[config.mk]
export PLATFORM = sky130hd
export DESIGN_NAME = irq_controller_flat
export DESIGN_NICKNAME = d
export VERILOG_FILES = /design/src/rtl/irq_pkg.sv /design/src/rtl/irq_controller_if.sv /design/src/rtl/irq_controller_db_chan.sv /design/src/rtl/irq_controller.sv /design/src/flat_wrapper.sv
export SDC_FILE = /design/constraint.sdc
export NUM_CORES = 1
export LEC_CHECK = 0
export ABC_AREA = 1
export CORE_MARGIN = 4
export CORE_UTILIZATION = 25
export CTS_CLUSTER_SIZE = 25
export DETAILED_ROUTE_END_ITERATION = 10
export GPL_ROUTABILITY_DRIVEN = 0
export HOLD_SLACK_MARGIN = 0.1
export PLACE_DENSITY = 0.43
export REMOVE_ABC_BUFFERS = 1
export SYNTH_ARGS = -nofsm -noshare
export SYNTH_HDL_FRONTEND = slang
export SYNTH_SLANG_ARGS = --single-unit
export TNS_END_PERCENT = 1
[constraint.sdc]
create_clock -name clk -period 1.82 [get_ports clk]
set_input_delay 0.455 -clock clk [delete_from_list [all_inputs] [get_ports clk]]
set_output_delay 0.455 -clock clk [all_outputs]
set_load 0.01 [all_outputs]
[src/rtl/irq_pkg.sv]
// Shared types and helpers for the irq_controller block: FSM encoding,
// ceiling-log2 helper and the default vector port width.
package irq_pkg;

  typedef enum logic [1:0] {
    IDLE   = 2'd0,
    ASSERT = 2'd1,
    GAP    = 2'd2
  } irq_state_e;

  localparam int VEC_W_DEFAULT = 16;

  function automatic int clog2(input int v);
    int r;
    r = 0;
    for (int i = 0; i < 31; i++) begin
      if ((1 << i) < v) r = i + 1;
    end
    return r;
  endfunction

endpackage

[src/rtl/irq_controller_if.sv]
// Processor-side port bundle of irq_controller: interrupt request/ack,
// vector, mask load and status, plus the FSM state for debug.
interface irq_controller_if
  import irq_pkg::*;
#(
  parameter int CHANNELS = 4,
  parameter int VEC_W    = VEC_W_DEFAULT
);

  // interrupt is a level request: once raised it holds, with vector stable,
  // until a one-cycle int_ack is sampled; int_ack at any other time is ignored.
  logic                int_ack;
  logic                mask_ld;
  logic [CHANNELS-1:0] mask_din;
  logic                interrupt;
  logic [VEC_W-1:0]    vector;
  logic [CHANNELS-1:0] pending;
  logic [CHANNELS-1:0] overrun;
  irq_state_e          state;

  modport master (
    output int_ack, mask_ld, mask_din,
    input  interrupt, vector, pending, overrun, state
  );

  modport slave (
    input  int_ack, mask_ld, mask_din,
    output interrupt, vector, pending, overrun, state
  );

endinterface

[src/rtl/irq_controller_db_chan.sv]
// One input channel: 2-flop synchronizer, counter debouncer and a registered
// one-cycle pulse on each accepted 0->1 transition of the debounced level.
module db_chan
  import irq_pkg::*;
#(
  parameter int DB_CYCLES = 2000000
) (
  input  logic clk,
  input  logic reset,
  input  logic btn,
  output logic rise
);

  localparam int CNT_W = (clog2(DB_CYCLES + 1) > 0) ? clog2(DB_CYCLES + 1) : 1;
  localparam logic [CNT_W-1:0] LAST = CNT_W'(DB_CYCLES - 1);

  logic [1:0]       sync_q;
  logic             stable;
  logic [CNT_W-1:0] cnt;

  always_ff @(posedge clk or negedge reset) begin
    if (!reset) begin
      sync_q <= 2'b00;
      stable <= 1'b0;
      cnt    <= '0;
      rise   <= 1'b0;
    end else begin
      sync_q <= {sync_q[0], btn};
      rise   <= 1'b0;
      if (sync_q[1] == stable) begin
        cnt <= '0;
      end else if (cnt == LAST) begin
        // Input has differed for DB_CYCLES consecutive cycles: accept it.
        stable <= sync_q[1];
        cnt    <= '0;
        rise   <= sync_q[1];
      end else begin
        cnt <= cnt + 1'b1;
      end
    end
  end

endmodule

[src/rtl/irq_controller.sv]
// Multi-channel interrupt front end: debounced edge events latch into pending
// bits and are presented one at a time. Define IRQ_ROUND_ROBIN_EN for rotating priority.
module irq_controller
  import irq_pkg::*;
#(
  parameter int CHANNELS  = 4,
  parameter int DB_CYCLES = 2000000,
  parameter int VEC_W     = VEC_W_DEFAULT
) (
  input  logic                clk,
  input  logic                reset,
  input  logic [CHANNELS-1:0] btn,
  irq_controller_if.slave     bus
);

  localparam int IDX_W = (CHANNELS > 1) ? clog2(CHANNELS) : 1;

  logic [CHANNELS-1:0] rise;
  logic [CHANNELS-1:0] mask;
  logic [CHANNELS-1:0] pending;
  logic [CHANNELS-1:0] overrun;
  logic [CHANNELS-1:0] eligible;
  logic [CHANNELS-1:0] clr;
  logic [IDX_W-1:0]    svc_idx;
  logic [IDX_W-1:0]    win_idx;
  logic                interrupt;
  logic                grant;
  irq_state_e          state;

  for (genvar g = 0; g < CHANNELS; g++) begin : g_chan
    db_chan #(.DB_CYCLES(DB_CYCLES)) u_db (
      .clk   (clk),
      .reset (reset),
      .btn   (btn[g]),
      .rise  (rise[g])
    );
  end

  assign eligible = pending & ~mask;
  assign grant    = (state == IDLE) && (|eligible);

`ifdef IRQ_ROUND_ROBIN_EN
  logic [IDX_W-1:0] rr_ptr;

  always_comb begin
    int  k;
    logic found;
    k       = 0;
    found   = 1'b0;
    win_idx = '0;
    for (int i = 0; i < CHANNELS; i++) begin
      k = int'(rr_ptr) + i;
      if (k >= CHANNELS) k = k - CHANNELS;
      if (!found && eligible[k]) begin
        win_idx = IDX_W'(k);
        found   = 1'b1;
      end
    end
  end

  always_ff @(posedge clk or negedge reset) begin
    if (!reset) begin
      rr_ptr <= '0;
    end else if (grant) begin
      rr_ptr <= (win_idx == IDX_W'(CHANNELS - 1)) ? '0 : win_idx + 1'b1;
    end
  end
`else
  always_comb begin
    win_idx = '0;
    for (int i = CHANNELS - 1; i >= 0; i--) begin
      if (eligible[i]) win_idx = IDX_W'(i);
    end
  end
`endif

  always_comb begin
    clr = '0;
    if (state == ASSERT && bus.int_ack) clr[svc_idx] = 1'b1;
  end

  always_ff @(posedge clk or negedge reset) begin
    if (!reset) begin
      mask      <= '0;
      pending   <= '0;
      overrun   <= '0;
      svc_idx   <= '0;
      interrupt <= 1'b0;
      state     <= IDLE;
    end else begin
      if (bus.mask_ld) mask <= bus.mask_din;
      // A new edge on the channel being acknowledged wins over the clear;
      // its overrun bit is still cleared because the old event was serviced.
      pending <= (pending & ~clr) | rise;
      overrun <= (overrun | (rise & pending)) & ~clr;
      case (state)
        IDLE: begin
          if (grant) begin
            svc_idx   <= win_idx;
            interrupt <= 1'b1;
            state     <= ASSERT;
          end
        end
        ASSERT: begin
          if (bus.int_ack) begin
            interrupt <= 1'b0;
            state     <= GAP;
          end
        end
        GAP:     state <= IDLE;
        default: state <= IDLE;
      endcase
    end
  end

  assign bus.interrupt = interrupt;
  assign bus.vector    = VEC_W'(svc_idx);
  assign bus.pending   = pending;
  assign bus.overrun   = overrun;
  assign bus.state     = state;

endmodule

[src/flat_wrapper.sv]
// flat-port wrapper written by rule: the top's interface ports become plain ports
module irq_controller_flat import irq_pkg::*;
#(
  parameter int CHANNELS  = 4,
  parameter int DB_CYCLES = 2000000,
  parameter int VEC_W     = VEC_W_DEFAULT
)
  (clk, reset, btn, bus_int_ack, bus_mask_ld, bus_mask_din, bus_interrupt, bus_vector, bus_pending, bus_overrun, bus_state);
  irq_controller_if #(.CHANNELS(CHANNELS), .VEC_W(VEC_W)) bus_i ();
  input  logic clk;
  input  logic reset;
  input  logic [CHANNELS-1:0] btn;
  input wire logic [$bits(bus_i.int_ack)-1:0] bus_int_ack;
  input wire logic [$bits(bus_i.mask_ld)-1:0] bus_mask_ld;
  input wire logic [$bits(bus_i.mask_din)-1:0] bus_mask_din;
  output wire logic [$bits(bus_i.interrupt)-1:0] bus_interrupt;
  output wire logic [$bits(bus_i.vector)-1:0] bus_vector;
  output wire logic [$bits(bus_i.pending)-1:0] bus_pending;
  output wire logic [$bits(bus_i.overrun)-1:0] bus_overrun;
  output wire logic [$bits(bus_i.state)-1:0] bus_state;
  assign bus_i.int_ack = bus_int_ack;
  assign bus_i.mask_ld = bus_mask_ld;
  assign bus_i.mask_din = bus_mask_din;
  assign bus_interrupt = bus_i.interrupt;
  assign bus_vector = bus_i.vector;
  assign bus_pending = bus_i.pending;
  assign bus_overrun = bus_i.overrun;
  assign bus_state = bus_i.state;
  irq_controller #(.CHANNELS(CHANNELS), .DB_CYCLES(DB_CYCLES), .VEC_W(VEC_W)) u_core (.clk(clk), .reset(reset), .btn(btn), .bus(bus_i));
endmodule
# Yosys cells after proc, flatten, opt, wreduce, memory -nomap -nowiden
# Cells that the tools add are included.
# totals
reg_bits	117
latchBits	0
mem_bits_rw	0
mem_bits_ro	0
in_bits	12
output_inout_bits	27
elab_cells	93
memories	0
# op_classes
addsub	4
multipliers	0
div	0
magnitude_cmp	2
n_eq_ne	11
n_shift	0
mux	29
n_bitwise	12
reduce_logical	13
# op_table
cell	n
$mux W21	8
$add A21 B1 Y21 const B	4
$eq A21 B21 Y1 const B	4
$and A4 B4 Y4	4
$mux W2	6
$reduce_and A2 Y1	6
$mux W1	11
$not A4 Y4	2
$or A4 B4 Y4	2
$eq A1 B1 Y1	4
$mux W4	1
$not A1 Y1	4
$pmux W2 S2	1
$reduce_or A4 Y1	1
$logic_and A1 B1 Y1	3
$lt A2 B3 Y1 const B	1
$reduce_and A3 Y1	1
$demux W1 S2	1
$eq A2 B1 Y1 const B	1
$ge A2 B1 Y1 const B	1
$logic_not A2 Y1	1
$ne A2 B1 Y1 const B	1
$ne A2 B2 Y1 const B	1
$pmux W1 S2	1
$reduce_bool A2 Y1	1

# Depth between registers and ports, before layout
# Gate-level depths: netlist (run 1).
# depth
word_depth	8
ltp_mapped	9
depth_no_buf	9

# Modules after synthesis
# Synthesis (run 1) repeated with hierarchy kept, for this count alone.
# hier_totals
hier_cells	785
area_unflattened_um2	6192.2
# by_module_without_submodules
module	instances	cells_per_inst	area_per_inst_um2
db_chan	4	171	1335.0
irq_controller	1	101	852.1

# Worst setup path before layout (run 1)
# No wires, ideal clock.
# synth_timing
path_kind	flip-flop to flip-flop
start	reg u_core.g_chan[0].u_db.cnt[0]
end	reg u_core.g_chan[0].u_db.cnt[18]
arrival_time_ns	1.188
required_time_ns	1.701
path_slack_ns	0.513
stages_incl_launch_ff	9
path_buffers	0
path_cell_list	dfrtp_1 -> ha_1 -> nand2_1 -> nor2_1 -> nand2_1 -> nor2_1 -> nand3_1 -> nand3_1 -> nor2_1
# synth_via
elab_chain_cells	3
word_cells_on_any_way	4
classes_between	add/sub: 1; eq/ne: 1; mux: 2
# synth_rtl
element	line_no	source
start, declared	irq_controller_db_chan.sv:19	logic [CNT_W-1:0] cnt;
start signal, assigned	irq_controller_db_chan.sv:38	cnt <= cnt + 1'b1;
$add A21 B1 Y21 / $eq A21 B21 Y1 (equally long branches)	irq_controller_db_chan.sv:38, irq_controller_db_chan.sv:32	
$mux W21 (*)	irq_controller_db_chan.sv:32	end else if (cnt == LAST) begin
$mux W21 (*)	irq_controller_db_chan.sv:30	if (sync_q[1] == stable) begin
# Mark *: on every way between the ends. The rest lies on a longest branch, timed or not.
# A chain may end at the register's enable or synchronous reset.

# Worst setup path after layout (run 1)
# layout_timing
start	reg u_core.svc_idx[0]
end	out bus_vector[0]
# layout_rtl
element	line_no	source
start, declared	irq_controller.sv:24	logic [IDX_W-1:0] svc_idx;
start signal, assigned	irq_controller.sv:99	svc_idx <= win_idx;
end, declared	flat_wrapper.sv:17	output wire logic [$bits(bus_i.vector)-1:0] bus_vector;
# No word-level cell between the ends.

==> results of run 1 <==
## final cells by class
type                       instances  area (um^2)  area share [%]
sequential                       117         2930            40.4
multi-input combinational        538         2660            36.7
clock buffer                      23          488            6.73
tap                              319          399            5.51
inverter                          87          327            4.51
timing repair buffer              27          275            3.80
clock inverter                     8          170            2.35
## per-stage QoR
step	util, %	power (mW)	instance area (um^2)
floorplan	-	3.27	5910
global placement	28.1	3.79	6590
detailed placement	28.1	3.78	6590
CTS	30.9	7.52	7240
global route	30.9	7.72	7250
finish	30.9	7.39	7250
## Yosys cell counts, drive strengths merged, types with 8 or more instances
library cell  instances
o21ai                22
buf                  14
nand4                16
xor2                 34
dfrtp               117
nand2               139
a21oi                15
nor2                189
nand3                72
xnor2                 8
nor3                 13
inv                  87
## report_power, final
| part | leakage (nW) | switching [mW] | internal [mW] |
|---|---|---|---|
| clock network | 0.315 | 1.20 | 2.57 |
| logic | 1.25 | 0.427 | 0.274 |
| registers | 1.58 | 0.154 | 2.77 |
| total | 3.14 | 1.78 | 5.61 |
## logic make-up after synthesis
kind of cell | count (synthesis) | share of synthesized area, %
buffers and inverters | 101 | 7.23
adders and majority gates | 4 | 0.838
AOI/OAI and AO/OA | 43 | 3.84
and+or+nand+nor | 435 | 32.3
DFF | 117 | 49.0
xor gates and xnor gates | 42 | 6.67
other | 1 | 0.0628
## path summary, 6_finish.rpt
path / from / endpoint / depth (start not counted)
hold reg to reg: u_core.g_chan[0].u_db.sync_q[0] / u_core.g_chan[0].u_db.sync_q[1] / 0
min in group asynchronous: reset / u_core.g_chan[1].u_db.cnt[16] / 3
setup / recovery: u_core.svc_idx[0] / bus_vector[0] / 1
hold / removal: u_core.g_chan[0].u_db.sync_q[0] / u_core.g_chan[0].u_db.sync_q[1] / 0
setup reg to reg: u_core.g_chan[0].u_db.cnt[0] / u_core.g_chan[0].u_db.cnt[20] / 8
max in group asynchronous: reset / u_core.bus.state[1] / 3
## registers in the layout, indices dropped and copies added, names as in the netlist
register,cells
u_core.bus.overrun,4
u_core.bus.interrupt,1
u_core.g_chan.u_db.stable,4
u_core.bus.state,2
u_core.g_chan.u_db.sync_q,8
u_core.g_chan.u_db.rise,4
u_core.svc_idx,2
u_core.g_chan.u_db.cnt,84
u_core.mask,4
u_core.bus.pending,4
## what timing repair did
action | CTS | global route
hold buffers | 1 | 0
pin swaps | 0 | 0
resized for setup | 13 | 1
gates cloned | 0 | 0
setup endpoints to repair | 12 | 1
hold endpoints to repair | 117 | 0
## routing by layer
metal	track usage (%)	part of all wire (%)
met5	0	0
met4	4.42	1.6
met3	2.73	3.3
met2	17.1	44
met1	15.0	51
==> flow_metrics.env, run 1 <==
export IMPL_cpPeakStageDelay_ps=440
export IMPL_rsz0062_at_grt="false"
export IMPL_cts_root_buf="sky130_fd_sc_hd__clkbuf_16"
export IMPL_totalNegativeSetupSlack_ps=0
export IMPL_netlist_top_cells_area="sky130_fd_sc_hd__dfrtp_1 49%, sky130_fd_sc_hd__nor2_1 11%, sky130_fd_sc_hd__nand2_1 8.2%"
export IMPL_global_route_overflow_total=0
export IMPL_drv_max_cap_violation_count=0
export IMPL_drt_pass1_iter_count=4
export IMPL_vdd_ir_drop_max_mv=0.433
export IMPL_floorplan_initialDensity_pct=25.4
export IMPL_layout_nets=804
export IMPL_final_setup_skew_ps=8.86
export IMPL_count_of_buffering_cells_on_the_critical_path_with_inverters_included=1
export IMPL_die_span_in_y_um=163
export IMPL_post_syn_instances=743
export IMPL_wirelength_um=13800
export IMPL_antennaDiodeCount=0
export IMPL_run_status="completed"
export IMPL_wire_per_inst_um=12.3
export IMPL_worst_setup_hold_path_clk_slew_ps=50
export IMPL_grt_first_pass_wirelength_um=23100
export IMPL_flops_latches_synth=117
export IMPL_hold_violation_total_from_the_final_report=0
export IMPL_worstPathRequired_ps=1360
export IMPL_top_level_ports=39
export IMPL_design_die_area_um2=26400
export IMPL_worstSetupEndpointType="primary output"
export IMPL_timing_worst_setup_path_type="flip-flop to primary output"
export IMPL_power_density_nw_per_um2=1020
export IMPL_critical_path_slowest_cell="sky130_fd_sc_hd__dfrtp_1"
export IMPL_post_route_fraction_of_the_period_consumed_by_the_critical_path_pct=89.9
export IMPL_leakage_nw=3.14
export IMPL_cpLargestDelayFamily="flip-flops"
export IMPL_cts_tree="built"
export IMPL_synthDistinctLibCells=28
export IMPL_initialDrtViolationCount=239
export IMPL_share_of_final_layout_standard_cells_stronger_than_drive_strength_1_pct=9.50
export IMPL_clock_sinks=117
export IMPL_via_count=4616
export IMPL_drt_drc_violations_left=0
export IMPL_setup_viol=0
export IMPL_cells_after_dpl=1087
export IMPL_cts_buffers=17
export IMPL_period_minus_slack_ps=1640
export IMPL_crit_chain="dlygate4sd2_1"
export IMPL_htree_levels=4
export IMPL_number_of_synthesized_flops_with_an_enable_pin=0
export IMPL_vias_in_the_first_global_route=4590
export IMPL_layout_commonest_cell="sky130_fd_sc_hd__nor2_1"
export IMPL_layout_common_cells="171 x sky130_fd_sc_hd__nor2_1, 130 x sky130_fd_sc_hd__nand2_1, 116 x sky130_fd_sc_hd__dfrtp_1, 82 x sky130_fd_sc_hd__inv_1, 67 x sky130_fd_sc_hd__nand3_1"
export IMPL_finish_cell_count_without_fillers=1119
export IMPL_netlist_area_um2=5970
export IMPL_worst_slew_margin_rel_pct=54.6
export IMPL_seq_area_frac_synth_pct=49.0
export IMPL_hold_path_class="flip-flop to flip-flop"
export IMPL_reg2reg_setup_slack_ps=250
export IMPL_fp_row_count=56
export IMPL_synth_largest_type_area_fraction_pct=49.0
export IMPL_async_sr_flop_fraction_pct=100
export IMPL_synth_flop_cell="sky130_fd_sc_hd__dfrtp_1"
export IMPL_maximum_number_of_pins_on_one_net_before_global_route_repair=66
export IMPL_filler_cell_count=2458
export IMPL_final_max_slew_violation_count=0
export IMPL_cts_root_to_sink_buffers=2
export IMPL_worstSetupStartpointType="flip-flop"
export IMPL_arrival_ps=1180
export IMPL_insertion_delay_ps=420
export IMPL_core_area_um2=23500
export IMPL_tightestPinTransition_ps=673
export IMPL_fmaxAchievable_mhz=611
export IMPL_worst_slack_ps=184
export IMPL_portBuffers=24
export IMPL_dp_final_hpwl_um=10000
export IMPL_grt_resource_usage_total_pct=11.1
export IMPL_synthDominantAreaCellType="sky130_fd_sc_hd__dfrtp_1"
export IMPL_syn2layout_area_growth_pct=21.4
export IMPL_yosys_warnings=0
export IMPL_die_width_um=163
export IMPL_routed_via_density=4.13
export IMPL_crit_path_max_fanout=5
export IMPL_fin_worst_hold_slack_ps=347
export IMPL_post_place_ws_ps=217
export IMPL_antenna_found_initial=0
export IMPL_final_antenna_net_count=0
export IMPL_post_cts_repair_setup_buffers=0
export IMPL_synth_avg_cell_area_um2=8.03
Power figures use the tool's default switching activity.
==> run 2, diff against run 1 <==
--- a/config.mk
+++ b/config.mk
@@ -7,12 +7,12 @@
 export LEC_CHECK = 0
 export ABC_AREA = 1
 export CORE_MARGIN = 4
-export CORE_UTILIZATION = 25
+export CORE_UTILIZATION = 59
 export CTS_CLUSTER_SIZE = 25
 export DETAILED_ROUTE_END_ITERATION = 10
 export GPL_ROUTABILITY_DRIVEN = 0
 export HOLD_SLACK_MARGIN = 0.1
-export PLACE_DENSITY = 0.43
+export PLACE_DENSITY = 0.83
 export REMOVE_ABC_BUFFERS = 1
 export SYNTH_ARGS = -nofsm -noshare
 export SYNTH_HDL_FRONTEND = slang
==> flow_metrics.env, run 2 (synthesis results as in run 1) <==
export IMPL_design_die_area_um2=11800
export IMPL_core_area_um2=9820
export IMPL_multi_input_area_um2=2660
export IMPL_worstSetupEndpointType="primary output"
export IMPL_count_of_buffering_cells_on_the_critical_path_with_inverters_included=1
export IMPL_fin_worst_hold_slack_ps=321
export IMPL_fmaxAchievable_mhz=586
export IMPL_drt_drc_violations_left=0
export IMPL_drt_pass1_iter_count=5
export IMPL_cpLargestDelayFamily="flip-flops"
export IMPL_layout_common_cells="171 x sky130_fd_sc_hd__nor2_1, 130 x sky130_fd_sc_hd__nand2_1, 117 x sky130_fd_sc_hd__dfrtp_1, 82 x sky130_fd_sc_hd__inv_1, 67 x sky130_fd_sc_hd__nand3_1"
export IMPL_grt_resource_usage_total_pct=24.5
export IMPL_timing_worst_setup_path_type="flip-flop to primary output"
export IMPL_top_level_ports=39
export IMPL_worstSetupStartpointType="flip-flop"
export IMPL_largest_register_ff_count=84
export IMPL_die_width_um=109
export IMPL_rsz0062_at_grt="false"
export IMPL_maximum_number_of_pins_on_one_net_before_global_route_repair=43
export IMPL_ff_latch_area_um2=2930
export IMPL_clock_sinks=117
export IMPL_worst_setup_hold_path_clk_slew_ps=60
export IMPL_global_route_overflow_total=0
export IMPL_via_count=5059
export IMPL_cts_buffers=17
export IMPL_worst_slew_margin_rel_pct=62.5
export IMPL_vdd_ir_drop_max_mv=0.758
export IMPL_antennaDiodeCount=0
export IMPL_tightestPinTransition_ps=557
export IMPL_antenna_found_initial=0
export IMPL_routed_via_density=5.40
export IMPL_largest_register="u_core.g_chan.u_db.cnt"
export IMPL_grt_first_pass_wirelength_um=22400
export IMPL_final_core_utilization_pct=71.2
export IMPL_initialDrtViolationCount=368
export IMPL_insertion_delay_ps=520
export IMPL_layout_nets=806
export IMPL_dp_final_hpwl_um=9080
export IMPL_run_status="completed"
export IMPL_wirelength_um=13000
export IMPL_hold_path_class="input port to asynchronous set/reset pin"
export IMPL_filler_cell_count=762
export IMPL_cts_root_buf="sky130_fd_sc_hd__clkbuf_8"
export IMPL_finish_cell_count_without_fillers=936
export IMPL_power_density_nw_per_um2=1010
export IMPL_cpPeakStageDelay_ps=420
export IMPL_htree_levels=4
export IMPL_crit_chain="dlygate4sd2_1"
export IMPL_hold_violation_total_from_the_final_report=0
export IMPL_totalNegativeSetupSlack_ps=0
export IMPL_crit_path_max_fanout=4
export IMPL_cts_tree="built"
export IMPL_leakage_nw=3.13
export IMPL_arrival_ps=1250
export IMPL_portBuffers=24
export IMPL_wire_per_inst_um=13.9
export IMPL_share_of_final_layout_standard_cells_stronger_than_drive_strength_1_pct=9.96
export IMPL_final_antenna_net_count=0
export IMPL_fp_row_count=36
export IMPL_floorplan_initialDensity_pct=60.8
export IMPL_final_setup_skew_ps=5.71
export IMPL_critical_path_slowest_cell="sky130_fd_sc_hd__dfrtp_1"
export IMPL_post_route_fraction_of_the_period_consumed_by_the_critical_path_pct=93.8
export IMPL_layout_commonest_cell="sky130_fd_sc_hd__nor2_1"
export IMPL_final_max_slew_violation_count=0
export IMPL_syn2layout_area_growth_pct=17.0
export IMPL_worstPathRequired_ps=1360
export IMPL_die_span_in_y_um=109
export IMPL_largest_registers="u_core.g_chan.u_db.cnt x84, u_core.g_chan.u_db.sync_q x8"
export IMPL_cts_root_to_sink_buffers=2
export IMPL_period_minus_slack_ps=1710
export IMPL_cells_after_dpl=902
export IMPL_drv_max_cap_violation_count=0
export IMPL_setup_viol=0
export IMPL_vias_in_the_first_global_route=5063
==> run 2: cell count changes in the layout (fill, tap and decap cells not counted) <==
| cell | previous run | this run |
|---|---|---|
| sky130_fd_sc_hd__clkinv_2 | 1 | 4 |
| sky130_fd_sc_hd__buf_4 | 1 | 3 |
| sky130_fd_sc_hd__clkbuf_1 | 2 | 0 |
| sky130_fd_sc_hd__clkinvlp_4 | 2 | 4 |
| sky130_fd_sc_hd__bufinv_16 | 5 | 4 |
| sky130_fd_sc_hd__clkbuf_16 | 17 | 16 |
| sky130_fd_sc_hd__clkbuf_8 | 4 | 3 |
| sky130_fd_sc_hd__dfrtp_1 | 116 | 117 |
| sky130_fd_sc_hd__dfrtp_2 | 1 | 0 |
| sky130_fd_sc_hd__dlygate4sd2_1 | 12 | 13 |
| sky130_fd_sc_hd__dlymetal6s2s_1 | 1 | 0 |
| sky130_fd_sc_hd__inv_6 | 0 | 1 |
==> run 2: path summary, 6_finish.rpt <==
| check | start | endpoint | slack (ps) | cells past startpoint |
|---|---|---|---|---|
| max in group asynchronous | reset | u_core.g_chan[0].u_db.cnt[14] | 960 | 3 |
| min in group clk | u_core.g_chan[0].u_db.sync_q[0] | u_core.g_chan[0].u_db.sync_q[1] | 350 | 0 |
| setup reg to reg | u_core.g_chan[3].u_db.cnt[0] | u_core.g_chan[3].u_db.cnt[20] | 170 | 8 |
| hold reg to reg | u_core.g_chan[0].u_db.sync_q[0] | u_core.g_chan[0].u_db.sync_q[1] | 350 | 0 |
| hold / removal | reset | u_core.mask[1] | 320 | 2 |
| setup / recovery | u_core.bus.pending[2] | bus_pending[2] | 110 | 1 |
==> run 2: area by class of cell <==
| class | count | share of cell area (%) |
|---|---|---|
| tap | 133 | 2.38 |
| multi-input combinational | 538 | 38.1 |
| inverter | 87 | 4.67 |
| clock inverter | 13 | 2.56 |
| sequential | 117 | 41.9 |
| timing repair buffer | 29 | 4.10 |
| clock buffer | 19 | 6.32 |
==> run 2: metal layers <==
layer	GRT usage [%]	part of all wire [%]	up-vias
met1	29.7	41	2408
met2	40.5	50	193
li1	-	-	2422
met4	13.3	2.8	0
met3	5.61	6.3	36
met5	0	0	-
==> run 2: timing repair <==
item                       4_1_cts  5_1_grt
setup endpoints to repair       13        0
resized for setup               13        0
hold endpoints to repair       117        0
hold buffers                     1        0
setup buffers                    1        0
==> run 2: power by group <==
part | total, mW | internal, mW | switching, mW
Clock | 3.45 | 2.29 | 1.17
Combinational | 0.716 | 0.282 | 0.434
Sequential | 2.90 | 2.77 | 0.135
==> run 2: through the flow <==
| stage | area (um^2) | setup slack (ps) | total power [mW] |
|---|---|---|---|
| after floorplan | 5910 | 513 | 3.27 |
| after global placement | 6360 | 319 | 3.67 |
| after detailed placement | 6360 | 239 | 3.71 |
| after CTS | 6990 | 86.8 | 7.13 |
| after global routing | 6990 | 6.94 | 7.37 |
| final | 6990 | 113 | 7.07 |
==> RTL change 1: new RTL, settings of run 1 <==
Add an input register stage for `btn`, cleared by the reset; this delays it by one clock. The other inputs are not delayed to match.
--- a/src/rtl/irq_controller.sv
+++ b/src/rtl/irq_controller.sv
@@ -16,4 +16,14 @@
   localparam int IDX_W = (CHANNELS > 1) ? clog2(CHANNELS) : 1;
 
+  logic [CHANNELS-1:0] btn_q;
+
+  always_ff @(posedge clk or negedge reset) begin
+    if (!reset) begin
+      btn_q <= '0;
+    end else begin
+      btn_q <= btn;
+    end
+  end
+
   logic [CHANNELS-1:0] rise;
   logic [CHANNELS-1:0] mask;
@@ -32,5 +42,5 @@
       .clk   (clk),
       .reset (reset),
-      .btn   (btn[g]),
+      .btn   (btn_q[g]),
       .rise  (rise[g])
     );
Behaviour: same outputs for any inputs over 10 cycles, from zero or initial values and one cycle with reset low; that may be too few to reach the edited logic, so the function may still have changed.
==> RTL change 1 against run 1 <==
Routed wire length barely moved. Cell area rose by 0.97%. Synthesized cell count rose by 0.40%. Non-clock buffer count rose by 1. Critical path depth did not move. Fmax fell by 6.5%. Power fell by 2.3%. Setup slack got worse by 0.11 ns. Via count rose by 0.65%. Die area rose by 1.8%. Area after synthesis rose by 1.9%. Sequential cell count rose by 4. Global-route usage barely moved. Utilization barely moved. Largest cell class unchanged.
==> RTL change 1: results <==
export IMPL_pre_cts_ws_ns=0.266
export IMPL_inv_count=86
export IMPL_clk_share_pct=8.28
export IMPL_n_fill_cell=2553
export IMPL_yosys_top_cells_area="dfrtp_1, nor2_1, nand2_1, nand3_1, inv_1"
export IMPL_synth_seq_cells=121
export IMPL_max_stage_delay_ns=0.54
export IMPL_synthDistinctLibCells=31
export IMPL_buffer_area_share_pct=3.93
export IMPL_seqCellArea_sq_um=3030
export IMPL_critical_path_top_delay_family="buffers and inverters"
export IMPL_gr_usage_met3_pct=2.79
export IMPL_buffers=28
export IMPL_p_comb_mw=0.721
export IMPL_fmax_mhz=571
export IMPL_crit_fanout=2
export IMPL_p_sw_mw=1.79
export IMPL_r2r_slack_ns=0.33
export IMPL_fin_util_pct=30.9
export IMPL_switching_share_pct=24.8
export IMPL_wirelength_um=13800
export IMPL_r2r_end="u_core.g_chan[0].u_db.cnt[19]"
export IMPL_synth_common_cells="nor2_1, nand2_1, dfrtp_1, inv_1, nand3_1"
export IMPL_drive_above_1_share_pct=9.70
export IMPL_fin_cells=1123
export IMPL_syn_inst=746
export IMPL_wl_met2_um=6250
export IMPL_place_area_sq_um=6710
export IMPL_multiInputGateArea_sq_um=2670
export IMPL_p_seq_mw=3.02
export IMPL_power_leakage_nw=3.11
export IMPL_groute_layer_met2_usage_pct=17.0
export IMPL_ctsResizeCount=11
export IMPL_drt_first_iter_violations=234
export IMPL_status="completed"
export IMPL_nets=808
export IMPL_fin_worst_skew_ns=0.0101
export IMPL_worst_slew_pin_transition_ns=0.561
export IMPL_via_per_inst=4.14
export IMPL_reg2reg_depth=6
export IMPL_globalRouteTotalUtil_pct=11.1
export IMPL_crit_start="u_core.bus.interrupt"
export IMPL_met1_usage_pct=15.2
export IMPL_netlist_area_sq_um=6080
export IMPL_crit_slowest_cell="clkdlybuf4s50_1"
export IMPL_grt_max_degree=49
export IMPL_ys_seq_area_share_pct=49.8
export IMPL_wl_met3_um=525
export IMPL_endpoint="bus_interrupt"
export IMPL_firstDrtPassIters=5
export IMPL_irDropWorstVdd_v=0.000586
[RTL change 1: logic make-up (layout without fill, tap and decap cells)]
group | after synthesis | count (layout) | synth area share (%)
other | 1 | 14 | 0.0617
AO/OA/AOI/OAI | 47 | 47 | 4.18
flip-flops | 121 | 121 | 49.8
buffers and inverters | 100 | 145 | 7.08
XOR/XNOR | 40 | 40 | 6.26
adder cells (fa/ha/maj) | 4 | 4 | 0.823
AND/OR/NAND/NOR | 433 | 433 | 31.8
[RTL change 1: worst min path at each step]
stage	to	slack, ns	from
final	u_core.g_chan[0].u_db.sync_q[0]	0.35	u_core.btn_q[0]
after global routing	u_core.g_chan[1].u_db.sync_q[0]	0.35	u_core.btn_q[1]
after CTS	u_core.g_chan[2].u_db.sync_q[0]	0.35	u_core.btn_q[2]
after detailed placement	u_core.g_chan[2].u_db.cnt[16]	0.33	reset
after global placement	u_core.g_chan[2].u_db.cnt[16]	0.33	reset
after floorplan	u_core.btn_q[0]	0.16	reset
==> RTL change 2: new RTL, flow settings as in run 1 <==
Without the edit above. The option `IRQ_ROUND_ROBIN_EN` is turned on by a define.
--- a/src/rtl/irq_controller.sv
+++ b/src/rtl/irq_controller.sv
@@ -1,4 +1,6 @@
 // Multi-channel interrupt front end: debounced edge events latch into pending
 // bits and are presented one at a time. Define IRQ_ROUND_ROBIN_EN for rotating priority.
+`define IRQ_ROUND_ROBIN_EN
+
 module irq_controller
   import irq_pkg::*;
Behaviour: no difference found for any inputs over 10 cycles, from zero or initial values and one cycle with reset low; that may be too few to reach the edited logic, so the function may still have changed.
==> RTL change 2 against run 1 <==
Area after synthesis increased by 6.4%. Routed wire length is 5.1% higher. Setup slack got worse by 0.14 ns. Cell area increased by 9.4%. Clock skew grew 0.0060 ns. Sequential cell count grew 2.
Power is not compared: it rests on default switching activity, and its combinational part moved more than twofold at a synthesized area within 25%.
==> RTL change 2: results <==
export IMPL_synthAdderAreaFrac_pct=0.985
export IMPL_antenna_found_initial=0
export IMPL_reg2reg_from="u_core.rr_ptr[0]"
export IMPL_ys_seq_area_share_pct=46.9
export IMPL_nets=857
export IMPL_grt_pass1_wl_um=24900
export IMPL_numCtsBuffers=17
export IMPL_grt_max_degree=59
export IMPL_n_fill_cell=2650
export IMPL_critical_path_top_delay_family="buffers and inverters"
export IMPL_hold_path_end="u_core.g_chan[2].u_db.sync_q[1]"
export IMPL_cts_root_buf="clkbuf_16"
export IMPL_yosysWarnings=0
export IMPL_clk_pin_slew_ns=0.06
export IMPL_hpwl_um=10600
export IMPL_r2r_slack_ns=0.09
export IMPL_inv_count=103
export IMPL_clk_latency_ns=0.42
export IMPL_htreeDepth=4
export IMPL_globalRouteTotalUtil_pct=10.8
export IMPL_reg2reg_depth=10
export IMPL_numPortBuffers=24
export IMPL_crit_slowest_cell="clkdlybuf4s50_1"
export IMPL_hp_start="u_core.g_chan[2].u_db.sync_q[0]"
export IMPL_drt_first_iter_violations=272
export IMPL_multi_input_gates=548
export IMPL_buffer_area_share_pct=6.24
export IMPL_clk_share_pct=8.27
export IMPL_hold_viol_final=0
export IMPL_endpoint="bus_overrun[2]"
export IMPL_crit_arrival_ns=1.32
export IMPL_num_vias=5103
export IMPL_r2r_end="u_core.rr_ptr[1]"
export IMPL_max_stage_delay_ns=0.54
export IMPL_synth_xor_area_share_pct=4.83
export IMPL_timing_hold_ws_ns=0.347
export IMPL_synth_common_cells="nand2_1, dfrtp_1, nor2_1, inv_1, nand3_1"
export IMPL_fin_worst_skew_ns=0.0148
export IMPL_yosys_top_cells_area="dfrtp_1, nand2_1, nor2_1, inv_1, xor2_1"
export IMPL_synth_compound_area_share_pct=5.10
export IMPL_seq_area_share_pct=37.6
export IMPL_grt_pass1_vias=5012
export IMPL_cts_max_path_buffers=2
export IMPL_synthDistinctLibCells=43
export IMPL_cts_sinks=119
export IMPL_multiInputGateArea_sq_um=2990
export IMPL_crit_start="u_core.bus.overrun[2]"
export IMPL_pre_cts_ws_ns=-0.0324
export IMPL_crit_fanout=2
export IMPL_routedWlPerCell_um=12.3
export IMPL_period_share_pct=97.4
export IMPL_n_antenna_cell=0
export IMPL_min_path_type="reg -> reg"
export IMPL_drive_above_1_share_pct=14.9
export IMPL_status="completed"
export IMPL_synthMuxAreaShare_pct=0
export IMPL_buffers=51
export IMPL_irDropWorstVdd_v=0.000680
export IMPL_firstDrtPassIters=5
RTL change 2: cell count changes after synthesis, moves of 6 or more:
cell | run 1 | this run
nor4_1 | 0 | 17
nor3_2 | 0 | 9
nand2_1 | 130 | 138
nor3b_1 | 2 | 10
nor2_2 | 13 | 7
nand3_1 | 67 | 47
nor2_1 | 171 | 111
nand4_1 | 16 | 33
inv_1 | 82 | 95
nor3_1 | 13 | 40
RTL change 2: repair_timing:
item	in CTS	in global routing
endpoints found under the setup margin	7	13
hold endpoints to repair	19	0
gates resized for setup	6	37
hold buffers	1	0
pin swaps	0	7
buffers inserted	2	1
RTL change 2: cells by family (layout without fill, tap and decap cells):
group           count (synthesis)  in the layout
compound gates                 57             57
xor+xnor                       35             35
fa+ha+maj                       5              5
buf+inv                       123            185
flops                         119            119
other cells                     1             14
simple gates                  437            437
RTL change 2: routing by layer:
| metal | part of all wire, % | global-route usage, % | wire, um | vias up |
|---|---|---|---|---|
| li1 | - | - | - | 2653 |
| met5 | 0 | 0 | 0 | - |
| met1 | 52 | 15.6 | 7540 | 2344 |
| met4 | 1.4 | 4.30 | 201 | 0 |
| met3 | 3.4 | 1.98 | 487 | 16 |
| met2 | 43 | 15.9 | 6260 | 90 |
RTL change 2: report_power, final:
group | internal (mW) | leakage (nW) | switching [mW] | total, mW
registers | 2.83 | 1.61 | 0.191 | 3.02
logic | 0.694 | 1.46 | 0.867 | 1.56
clock network | 2.56 | 0.319 | 1.17 | 3.73
RTL change 2: through the flow:
step | instance area (sq um) | instances
2_1_floorplan | 6250 | 770
3_3_place_gp | 7120 | 1147
3_5_place_dp | 7120 | 1147
4_1_cts | 7790 | 1181
5_1_grt | 7930 | 1182
6_report | 7930 | 1182
